$ cat src/rtl/pk_serial_panel_pkg.sv
// Shared definitions for the serial control-panel front-end:
// command opcodes, function-key codes, rotary positions and TX state encoding.
package pk_defs;

    localparam logic [2:0] CMD_NOP    = 3'b000;
    localparam logic [2:0] CMD_FN     = 3'b001;
    localparam logic [2:0] CMD_KEYLO0 = 3'b010;
    localparam logic [2:0] CMD_KEYLO1 = 3'b011;
    localparam logic [2:0] CMD_KEYMID = 3'b100;
    localparam logic [2:0] CMD_KEYHI  = 3'b101;
    localparam logic [2:0] CMD_STAT   = 3'b110;
    localparam logic [2:0] CMD_ROT    = 3'b111;

    localparam logic [3:0] FN_RUN     = 4'd0;
    localparam logic [3:0] FN_HALT    = 4'd1;
    localparam logic [3:0] FN_CYCLE   = 4'd2;
    localparam logic [3:0] FN_STOPN   = 4'd3;
    localparam logic [3:0] FN_STEP    = 4'd4;
    localparam logic [3:0] FN_START   = 4'd5;
    localparam logic [3:0] FN_FETCH_I = 4'd6;
    localparam logic [3:0] FN_FETCH_D = 4'd7;
    localparam logic [3:0] FN_STORE_I = 4'd8;
    localparam logic [3:0] FN_STORE_D = 4'd9;
    localparam logic [3:0] FN_LOAD    = 4'd10;
    localparam logic [3:0] FN_CLEAR   = 4'd11;

    localparam logic [3:0] ROT_R0 = 4'd0;
    localparam logic [3:0] ROT_R1 = 4'd1;
    localparam logic [3:0] ROT_R2 = 4'd2;
    localparam logic [3:0] ROT_R3 = 4'd3;

    typedef enum logic [1:0] {
        TX_IDLE,
        TX_LOAD,
        TX_WAIT_BUSY,
        TX_WAIT_DONE
    } tx_state_e;

endpackage

$ cat src/rtl/pk_serial_panel_if.sv
// UART-side byte handshake between the UART core and the panel front-end.
interface pk_serial_panel_if;
    logic [7:0] rx_byte;
    logic       rx_valid;
    logic       tx_busy;
    logic [7:0] tx_byte;
    logic       tx_send;

    modport master (output rx_byte, rx_valid, tx_busy, input tx_byte, tx_send);
    modport slave  (input rx_byte, rx_valid, tx_busy, output tx_byte, tx_send);
endinterface

$ cat src/rtl/pk_serial_panel_status_tx.sv
// Status streamer: snapshots the live status on request and sends it byte by
// byte over the UART handshake, with one-deep request queueing and a timeout.
module pk_status_tx
    import pk_defs::*;
#(
    parameter int N_STAT     = 4,
    parameter int TX_TIMEOUT = 1024
) (
    input  logic                  clk,
    input  logic                  rst,
    input  logic                  req_i,
    input  logic [8*N_STAT-1:0]   status_i,
    input  logic                  tx_busy_i,
    output logic [7:0]            tx_byte_o,
    output logic                  tx_send_o,
    output logic                  tx_err_o
);

    localparam int IDX_W = (N_STAT > 1) ? $clog2(N_STAT) : 1;
    localparam int TMR_W = $clog2(TX_TIMEOUT + 1);

    tx_state_e           state_q;
    logic [8*N_STAT-1:0] snap_q;
    logic [IDX_W-1:0]    idx_q;
    logic [TMR_W-1:0]    tmr_q;
    logic                pend_q;
    logic                send_q;
    logic                err_q;
    logic [7:0]          byte_q;
    logic                last_idx;

    assign last_idx  = (idx_q == IDX_W'(N_STAT - 1));
    assign tx_byte_o = byte_q;
    assign tx_send_o = send_q;
    assign tx_err_o  = err_q;

    always_ff @(posedge clk) begin
        if (rst) begin
            state_q <= TX_IDLE;
            pend_q  <= 1'b0;
            send_q  <= 1'b0;
            byte_q  <= 8'h00;
            err_q   <= 1'b0;
            idx_q   <= '0;
            tmr_q   <= '0;
        end else begin
            if (req_i && state_q != TX_IDLE)
                pend_q <= 1'b1;
            case (state_q)
                TX_IDLE: begin
                    if (tx_busy_i) begin
                        if (req_i)
                            pend_q <= 1'b1;
                    end else if (req_i || pend_q) begin
                        snap_q  <= status_i;
                        idx_q   <= '0;
                        // a fresh request arriving while the queued one is served stays queued
                        pend_q  <= pend_q & req_i;
                        state_q <= TX_LOAD;
                    end
                end
                TX_LOAD: begin
                    byte_q  <= snap_q[8*(N_STAT-1-int'(idx_q)) +: 8];
                    send_q  <= 1'b1;
                    tmr_q   <= '0;
                    state_q <= TX_WAIT_BUSY;
                end
                TX_WAIT_BUSY: begin
                    if (tx_busy_i) begin
                        send_q  <= 1'b0;
                        state_q <= TX_WAIT_DONE;
                    end else if (tmr_q == TMR_W'(TX_TIMEOUT - 1)) begin
                        send_q  <= 1'b0;
                        err_q   <= 1'b1;
                        pend_q  <= 1'b0;
                        state_q <= TX_IDLE;
                    end else begin
                        tmr_q <= tmr_q + TMR_W'(1);
                    end
                end
                TX_WAIT_DONE: begin
                    if (!tx_busy_i) begin
                        if (last_idx) begin
                            state_q <= TX_IDLE;
                        end else begin
                            idx_q   <= idx_q + IDX_W'(1);
                            state_q <= TX_LOAD;
                        end
                    end
                end
                default: state_q <= TX_IDLE;
            endcase
        end
    end

endmodule

$ cat src/rtl/pk_serial_panel.sv
// Panel front-end: decodes UART command bytes into function keys, data keys and
// rotary position, and hands status requests to the status streamer.
module pk_serial_panel
    import pk_defs::*;
#(
    parameter int          N_STAT     = 4,
    parameter int          PULSE_CYC  = 1,
    parameter logic [15:0] MONO_MASK  = 16'h0FF8,
    parameter logic [3:0]  ROT_INIT   = ROT_R1,
    parameter int          TX_TIMEOUT = 1024
) (
    input  logic                clk,
    input  logic                rst,
    pk_serial_panel_if.slave    bus,
    input  logic [8*N_STAT-1:0] status,
    output logic [15:0]         fnkey,
    output logic [15:0]         keys,
    output logic [3:0]          rotary_pos,
    output logic                tx_err
);

    localparam int PC_W = $clog2(PULSE_CYC + 1);

    logic [15:0]     fn_q, fn_d;
    logic [15:0]     keys_q, keys_d;
    logic [3:0]      rot_q, rot_d;
    logic [PC_W-1:0] cnt_q, cnt_d;
    logic [2:0]      cmd;
    logic [3:0]      fn_idx;
    logic            stat_req;
    logic [7:0]      tx_byte_w;
    logic            tx_send_w;

    assign cmd      = bus.rx_byte[7:5];
    assign fn_idx   = bus.rx_byte[4:1];
    assign stat_req = bus.rx_valid && (cmd == CMD_STAT);

    always_comb begin
        fn_d   = fn_q;
        keys_d = keys_q;
        rot_d  = rot_q;
        cnt_d  = cnt_q;
        if (cnt_q != '0) begin
            cnt_d = cnt_q - PC_W'(1);
            if (cnt_q == PC_W'(1))
                fn_d = fn_q & ~MONO_MASK;
        end
        // decoded after expiry so a simultaneous mono set wins
        if (bus.rx_valid) begin
            case (cmd)
                CMD_FN: begin
                    fn_d[fn_idx] = bus.rx_byte[0];
                    if (bus.rx_byte[0] && MONO_MASK[fn_idx])
                        cnt_d = PC_W'(PULSE_CYC);
                end
                CMD_KEYLO0, CMD_KEYLO1: keys_d[5:0]   = bus.rx_byte[5:0];
                CMD_KEYMID:             keys_d[10:6]  = bus.rx_byte[4:0];
                CMD_KEYHI:              keys_d[15:11] = bus.rx_byte[4:0];
                CMD_ROT:                rot_d         = bus.rx_byte[3:0];
                default: ;
            endcase
        end
    end

    always_ff @(posedge clk) begin
        if (rst) begin
            fn_q   <= '0;
            keys_q <= '0;
            rot_q  <= ROT_INIT;
            cnt_q  <= '0;
        end else begin
            fn_q   <= fn_d;
            keys_q <= keys_d;
            rot_q  <= rot_d;
            cnt_q  <= cnt_d;
        end
    end

    assign fnkey       = fn_q;
    assign keys        = keys_q;
    assign rotary_pos  = rot_q;
    assign bus.tx_byte = tx_byte_w;
    assign bus.tx_send = tx_send_w;

    pk_status_tx #(
        .N_STAT     (N_STAT),
        .TX_TIMEOUT (TX_TIMEOUT)
    ) u_status_tx (
        .clk       (clk),
        .rst       (rst),
        .req_i     (stat_req),
        .status_i  (status),
        .tx_busy_i (bus.tx_busy),
        .tx_byte_o (tx_byte_w),
        .tx_send_o (tx_send_w),
        .tx_err_o  (tx_err)
    );

endmodule

$ cat src/flat_wrapper.sv
// flat-port wrapper written by rule: the top's interface ports become plain ports
module pk_serial_panel_flat import pk_defs::*;
#(
    parameter int          N_STAT     = 4,
    parameter int          PULSE_CYC  = 1,
    parameter logic [15:0] MONO_MASK  = 16'h0FF8,
    parameter logic [3:0]  ROT_INIT   = ROT_R1,
    parameter int          TX_TIMEOUT = 1024
)
  (clk, rst, status, fnkey, keys, rotary_pos, tx_err, bus_rx_byte, bus_rx_valid, bus_tx_busy, bus_tx_byte, bus_tx_send);
  pk_serial_panel_if bus_i ();
  input  logic clk;
  input  logic rst;
  input  logic [8*N_STAT-1:0] status;
  output logic [15:0] fnkey;
  output logic [15:0] keys;
  output logic [3:0] rotary_pos;
  output logic tx_err;
  input wire logic [$bits(bus_i.rx_byte)-1:0] bus_rx_byte;
  input wire logic [$bits(bus_i.rx_valid)-1:0] bus_rx_valid;
  input wire logic [$bits(bus_i.tx_busy)-1:0] bus_tx_busy;
  output wire logic [$bits(bus_i.tx_byte)-1:0] bus_tx_byte;
  output wire logic [$bits(bus_i.tx_send)-1:0] bus_tx_send;
  assign bus_i.rx_byte = bus_rx_byte;
  assign bus_i.rx_valid = bus_rx_valid;
  assign bus_i.tx_busy = bus_tx_busy;
  assign bus_tx_byte = bus_i.tx_byte;
  assign bus_tx_send = bus_i.tx_send;
  pk_serial_panel #(.N_STAT(N_STAT), .PULSE_CYC(PULSE_CYC), .MONO_MASK(MONO_MASK), .ROT_INIT(ROT_INIT), .TX_TIMEOUT(TX_TIMEOUT)) u_core (.clk(clk), .rst(rst), .bus(bus_i), .status(status), .fnkey(fnkey), .keys(keys), .rotary_pos(rotary_pos), .tx_err(tx_err));
endmodule
$ cat config.mk
export PLATFORM = sky130hd
export DESIGN_NAME = pk_serial_panel_flat
export DESIGN_NICKNAME = d
export VERILOG_FILES = /design/src/rtl/pk_serial_panel_pkg.sv /design/src/rtl/pk_serial_panel_if.sv /design/src/rtl/pk_serial_panel_status_tx.sv /design/src/rtl/pk_serial_panel.sv /design/src/flat_wrapper.sv
export SDC_FILE = /design/constraint.sdc
export NUM_CORES = 1
export LEC_CHECK = 0
export BUFFER_PORTS_ARGS = -buffer_cell sky130_fd_sc_hd__buf_2
export CORE_MARGIN = 2
export CORE_UTILIZATION = 55
export DETAILED_ROUTE_END_ITERATION = 6
export GPL_TIMING_DRIVEN = 0
export PLACE_DENSITY = 0.89
export SYNTH_ARGS = -nofsm -noshare
export SYNTH_HDL_FRONTEND = slang
export SYNTH_HIERARCHICAL = 1
export SYNTH_SLANG_ARGS = --single-unit
$ cat constraint.sdc
create_clock -name clk -period 4.6 [get_ports clk]
set_input_delay 1.15 -clock clk [delete_from_list [all_inputs] [get_ports clk]]
set_output_delay 1.15 -clock clk [all_outputs]
set_load 0.05 [all_outputs]
## Yosys cells after proc, flatten, opt, wreduce, memory -nomap -nowiden

Memories as Yosys holds them, arrays and structs flattened.
Index checks and enable logic that the tools add are counted.

- Flip-flop bits (word level): 95
- Bits in read-only memories: 16
- Word-level logic and storage cells: 100
- Memories kept: 1
- Output and inout port bits: 46

Memory list:

| name | words | width | rd ports | clocked after memory_dff | wr ports | line | source |
|---|---|---|---|---|---|---|---|
| (no name shown) | 16 | 1 | 1 | 0 | 0 | pk_serial_panel.sv:53 | `if (bus.rx_byte[0] && MONO_MASK[fn_idx])` |

- Bitwise operators: 3
- $lt $le $gt $ge: 2
- Equal/unequal tests: 19
- Add/subtract/negate cells: 4
- Shift-type cells: 1
- Multiplexer cells: 36
- Reductions and logical operators: 20

Operator list:

| operator | count |
|---|---|
| 16-bit 2-to-1 mux | 2 |
| 32-bit by 6-bit variable part select with 8-bit output | 1 |
| 11-bit 2-to-1 mux | 2 |
| 11-bit case mux with 2 select lines | 1 |
| 2-bit 2-to-1 mux | 9 |
| 16-bit bitwise mux | 1 |
| 1-bit 2-to-1 mux | 15 |
| 3-bit equality test (second input constant) | 4 |
| 12-bit 2-to-1 mux | 1 |
| 2-bit inequality test (second input constant) | 6 |
| 11-bit by 1-bit adder with 11-bit output (second input constant) | 1 |
| 11-bit by 10-bit equality test with 1-bit output (second input constant) | 1 |
| 2-bit AND reduction | 5 |
| 2-bit case mux with 4 select lines | 1 |
| 4-bit AND reduction | 2 |
| 2-bit equality test (second input constant) | 3 |
| 3-bit by 2-bit equality test with 1-bit output (second input constant) | 2 |
| 3-bit AND reduction | 2 |
| 2-bit nonzero test | 3 |
| 4-bit by 5-bit less-than comparator with 1-bit output (second input constant) | 1 |
| 5-bit AND reduction | 1 |
| 1-bit demux with 4-bit select | 1 |
| 4-bit by 1-bit >= comparator with 1-bit output (second input constant) | 1 |
| 1-bit logical AND | 4 |
| 13 further kinds | 15 |

## Depth between registers and ports, before layout

- Depth after elaboration: 7
- Gate-level depth with buffers: 7

## Hierarchy

Netlist, hierarchy kept.

By module, submodules not included:

| module | times used | cells each | area an instance (um^2) |
|---|---|---|---|
| pk_status_tx | 1 | 186 | 2376.0 |
| pk_serial_panel | 1 | 156 | 1577.8 |

## Least setup slack after synthesis

No wires, ideal clock.

- Path type: input -> register
- Start point: input port bus_rx_valid
- End point: register u_core.u_status_tx.snap_q[0] (enable)
- Data required time: 4.179 ns
- Setup slack: 1.111 ns
- Arrival: 3.068 ns
- Setup time: 0.421 ns
- Cell stages on the path: 6
- Cells stage by stage: clkbuf_2 -> nand3_1 -> nor2_1 -> or2_2 -> nand3_1 -> nor2_1

- Cells in the longest elaborated chain, start to end: 3

RTL lines:

| item | line | source |
|---|---|---|
| from (decl) | flat_wrapper.sv:20 | `input wire logic [$bits(bus_i.rx_valid)-1:0] bus_rx_valid;` |
| 1-bit logical AND | pk_serial_panel.sv:36 | `assign stat_req = bus.rx_valid && (cmd == CMD_STAT);` |
| net u_core.stat_req | pk_serial_panel.sv:30 | `logic stat_req;` |
| 1-bit logical OR | pk_serial_panel_status_tx.sv:54 | `end else if (req_i \|\| pend_q) begin` |
| 4-bit AND reduction (no line) | - |  |
| to (signal assigned) | pk_serial_panel_status_tx.sv:55 | `snap_q <= status_i;` |
| to (decl) | pk_serial_panel_status_tx.sv:23 | `logic [8*N_STAT-1:0] snap_q;` |

The timed path passes the listed nets, and every way through them passes these cells.
A chain may end at the register's enable or synchronous reset.

## Final worst setup path

- Start point: input port bus_tx_busy
- End point: register u_core.u_status_tx.snap_q[2] (enable)

- Cells in the longest elaborated chain, start to end: 2

RTL lines:

| item | line | source |
|---|---|---|
| from (decl) | flat_wrapper.sv:21 | `input wire logic [$bits(bus_i.tx_busy)-1:0] bus_tx_busy;` |
| 1-bit NOT (no line) | - |  |
| 4-bit AND reduction (no line) | - |  |

Every way passes these cells.

==> reports/metrics.yaml <==
routing:
  routed_wl_um: 8180
  routed.top_layer: "met4"
  first_pass_iters: 6
  drt_iter0_markers: 148
  via_per_inst: 5.48
  wl_met1_um: 3410
  dr_wl_met3_um: 360
  drc: 0
  wl_met2_um: 4260
  wl_per_cell_um: 15.1
  drtAntennaViolNets: 0
  dr_total_vias: 2971
clocking:
  cts_sinks: 95
  cts_hold_buffers: 0
  cts_max_level: 3
  path_clk_slew_ps: 90
  clockBufferDepth: 2
  clock_latency_ps: 350
  cts_tree: "done"
  numCtsBuffers: 9
  postCtsSetupBuffers: 0
  cts-root-buf: "clkbuf_8"
  cts_resized: 0
global_route:
  grt_max_degree: 18
  grt_overflow_total: 0
  grt_pass1_wl_um: 13100
  antenna_found_initial: 0
  grt_pass1_vias: 2931
  grt_use_total_pct: 21.6
finish:
  fin_util_pct: 69.1
  stdcell_count: 542
  drive_above_1_share_pct: 30.7
  area_growth_pct: 20.1
  layout.nets: 487
  antennaDiodeCount: 0
critical_path:
  crit_end: "u_core/u_status_tx/snap_q[2]"
  r2r_cells: 5
  startpoint_type: "input port"
  crit_type: "in -> reg"
  cp-end-kind: "register"
  cp.arrival_ps: 2810
  worst_ep_required_time_ps: 4660
  worstSetupStartpoint: "bus_tx_busy"
  r2r_slack_ps: 2570
  r2r_end: "u_core/u_status_tx/snap_q[2]"
  r2r-start: "u_core/u_status_tx/state_q[0]"
  cp_max_fo: 17
timing:
  rsz0062_at_grt: "no"
  final-max-slew-violation-count: 0
  tightest_slew_ps: 826
  finalCriticalPeriod_ps: 2750
  skew_ps: 5.90
  hold_viol: 0
  fin_tns_setup_ps: 0
  setup_viol: 0
  fin_crit_sh_pct: 59.7
  slew_headroom_pct: 44.9
  clock.fmax_mhz: 364
  worst_hold_slack_ps: 456
yosys:
  muxShareOfSynthArea_pct: 12.7
  synth_fp_nets: 388
  ys_types: 54
  syn_area_mm2: 0.00395
  synthFlopType: "dfxtp_1"
  synthSimpleGateAreaFrac_pct: 18.9
  ys_ff_latch: 95
  synth_xor_xnor_area_share_pct: 0.222
  ys_warn_count: 6
  synth_top_family_by_area: "simple AND/OR/NAND/NOR gates"
  synth_cells: 342
  synthAdderAreaFrac_pct: 0.633
  synth-edff-count: 32
  synth_compound_area_share_pct: 8.07
  avgSynthCellArea_um2: 11.6
  seq_area_frac_synth_pct: 56.2
  async_reset_ff_share_pct: 0
flow_run:
  max_cap_violations: 0
worst_hold_path:
  min_path_type: "reg -> reg"
  hold_depth: 1
floorplan:
  rows: 30
  die-height_um: 88.8
  core_mm2: 0.00687
  chipWidth_um: 88.8
  start_util_pct: 57.6
  die_area_mm2: 0.00788
  num_io_pins: 90
outcome:
  outcome: "completed"
power:
  cellLeakagePower_nw: 1.94
  power.density_mw_per_mm2: 337
  vdd_drop_max_mv: 0.288
placed_design:
  routabilityCongestion: 0.842
  port-buffer-count: 87
  dp_hpwl_um: 5850
  dp.cells: 526
[worst max-delay path: stages]
cell and delay, ps:
buf_2 130, clkbuf_1 210, nor2_1 250, nand3_1 150, nor2_2 650, buf_8 260
[layout make-up]
| type | instances | area [um2] |
|---|---|---|
| tap | 96 | 120 |
| buffer | 22 | 110 |
| clock buffer | 9 | 124 |
| multi-input combinational | 219 | 1600 |
| timing repair buffer | 88 | 450 |
| sequential | 95 | 2220 |
| clock inverter | 7 | 97.6 |
| inverter | 6 | 22.5 |
| fill | 513 | 2120 |
[cells by family (layout without fill, tap and decap cells)]
logic type               after synthesis  count (layout)
multiplexers                          40              40
flip-flops                            95              95
AND/OR/NAND/NOR                      128             128
adder cells (fa/ha/maj)                2               2
buffers and inverters                 28             132
AO/OA/AOI/OAI                         48              48
XOR/XNOR                               1               1
[sequential cells by signal, indices dropped and copies added (netlist names)]
register / cells
u_core/u_status_tx/snap_q: 32
u_core/fnkey: 16
u_core/keys: 16
u_core/u_status_tx/tmr_q: 11
u_core/u_status_tx/tx_byte_o: 8
u_core/rotary_pos: 4
u_core/u_status_tx/idx_q: 2
u_core/u_status_tx/state_q: 2
u_core/cnt_q: 1
u_core/u_status_tx/pend_q: 1
u_core/u_status_tx/tx_err_o: 1
u_core/u_status_tx/tx_send_o: 1
[cell usage after synthesis (2+ instances only)]
cell type | number | area [um2]
nand3_1 | 7 | 35.0
ha_1 | 2 | 25.0
nor3_2 | 3 | 30.0
nor2_1 | 34 | 128
o41ai_1 | 3 | 26.3
mux2i_1 | 32 | 320
nand4b_1 | 2 | 17.5
o21ai_0 | 7 | 35.0
inv_1 | 6 | 22.5
nor3_1 | 4 | 20.0
nand2_1 | 31 | 116
or3_1 | 3 | 18.8
o311ai_1 | 3 | 26.3
nor4_1 | 3 | 18.8
dfxtp_1 | 63 | 1260
mux4_2 | 8 | 180
clkbuf_1 | 10 | 37.5
edfxtp_1 | 32 | 961
o31ai_1 | 3 | 22.5
a21oi_1 | 20 | 100
o211ai_1 | 3 | 22.5
buf_2 | 9 | 45.0
buf_6 | 2 | 22.5
nand3b_1 | 3 | 22.5
nor2b_1 | 3 | 18.8
nand2b_1 | 11 | 68.8
or4_1 | 5 | 37.5
nand4_1 | 4 | 25.0
[layer usage]
metal / vias to the layer above / global-route usage [%]
li1: 1447 / -
met1: 1434 / 26.7
met2: 75 / 36.9
met3: 15 / 3.64
met4: 0 / 9.92
met5: - / 0
[per-stage QoR]
| stage | cell area, um2 | setup slack, ps | power (W) |
|---|---|---|---|
| after global placement | 4510 | 543 | 0.00102 |
| after CTS | 4750 | 1840 | 0.00161 |
| final | 4750 | 1850 | 0.00160 |
| after global routing | 4750 | 1750 | 0.00165 |
| after detailed placement | 4530 | 1460 | 0.00102 |
| after floorplan | 3950 | 1110 | 0.000978 |
[cell usage in the layout (no fill, tap or decap), types with 2 or more instances in the layout]
cell type / netlist / routed
a21oi_1: 20 / 20
bufinv_16: 0 / 2
nor4_1: 3 / 3
ha_1: 2 / 2
buf_2: 9 / 96
nand2b_1: 11 / 11
nor2b_1: 3 / 3
or4_1: 5 / 5
nor2_1: 34 / 33
clkbuf_1: 10 / 10
nand4b_1: 2 / 2
nand2_1: 31 / 31
o41ai_1: 3 / 3
nand4_1: 4 / 4
clkinvlp_4: 0 / 2
inv_1: 6 / 6
o21ai_0: 7 / 7
o311ai_1: 3 / 3
dfxtp_1: 63 / 63
nand3b_1: 3 / 3
clkinv_4: 0 / 2
clkbuf_8: 0 / 9
nor3_1: 4 / 4
nor3_2: 3 / 3
or3_1: 3 / 3
mux4_2: 8 / 8
nand3_1: 7 / 7
mux2i_1: 32 / 32
edfxtp_1: 32 / 32
o31ai_1: 3 / 3
buf_6: 2 / 2
o211ai_1: 3 / 3
[power breakdown]
group | leakage (nW) | total (W) | switching (W) | internal, W
registers | 0.797 | 0.000882 | 0.00000523 | 0.000877
clock network | 0.105 | 0.000595 | 0.000288 | 0.000307
logic | 1.04 | 0.000121 | 0.0000806 | 0.0000408
[worst min-delay path by stage]
stage,startpoint,to
after global placement,u_core/u_status_tx/tmr_q[10],u_core/u_status_tx/tmr_q[10]
after CTS,u_core/u_status_tx/tmr_q[10],u_core/u_status_tx/tmr_q[10]
after detailed placement,u_core/u_status_tx/tmr_q[10],u_core/u_status_tx/tmr_q[10]
final,u_core/u_status_tx/tmr_q[10],u_core/u_status_tx/tmr_q[10]
after global routing,u_core/u_status_tx/tmr_q[10],u_core/u_status_tx/tmr_q[10]
after floorplan,u_core/u_status_tx/tmr_q[10],u_core/u_status_tx/tmr_q[10]
(Power assumes the default switching activity.)
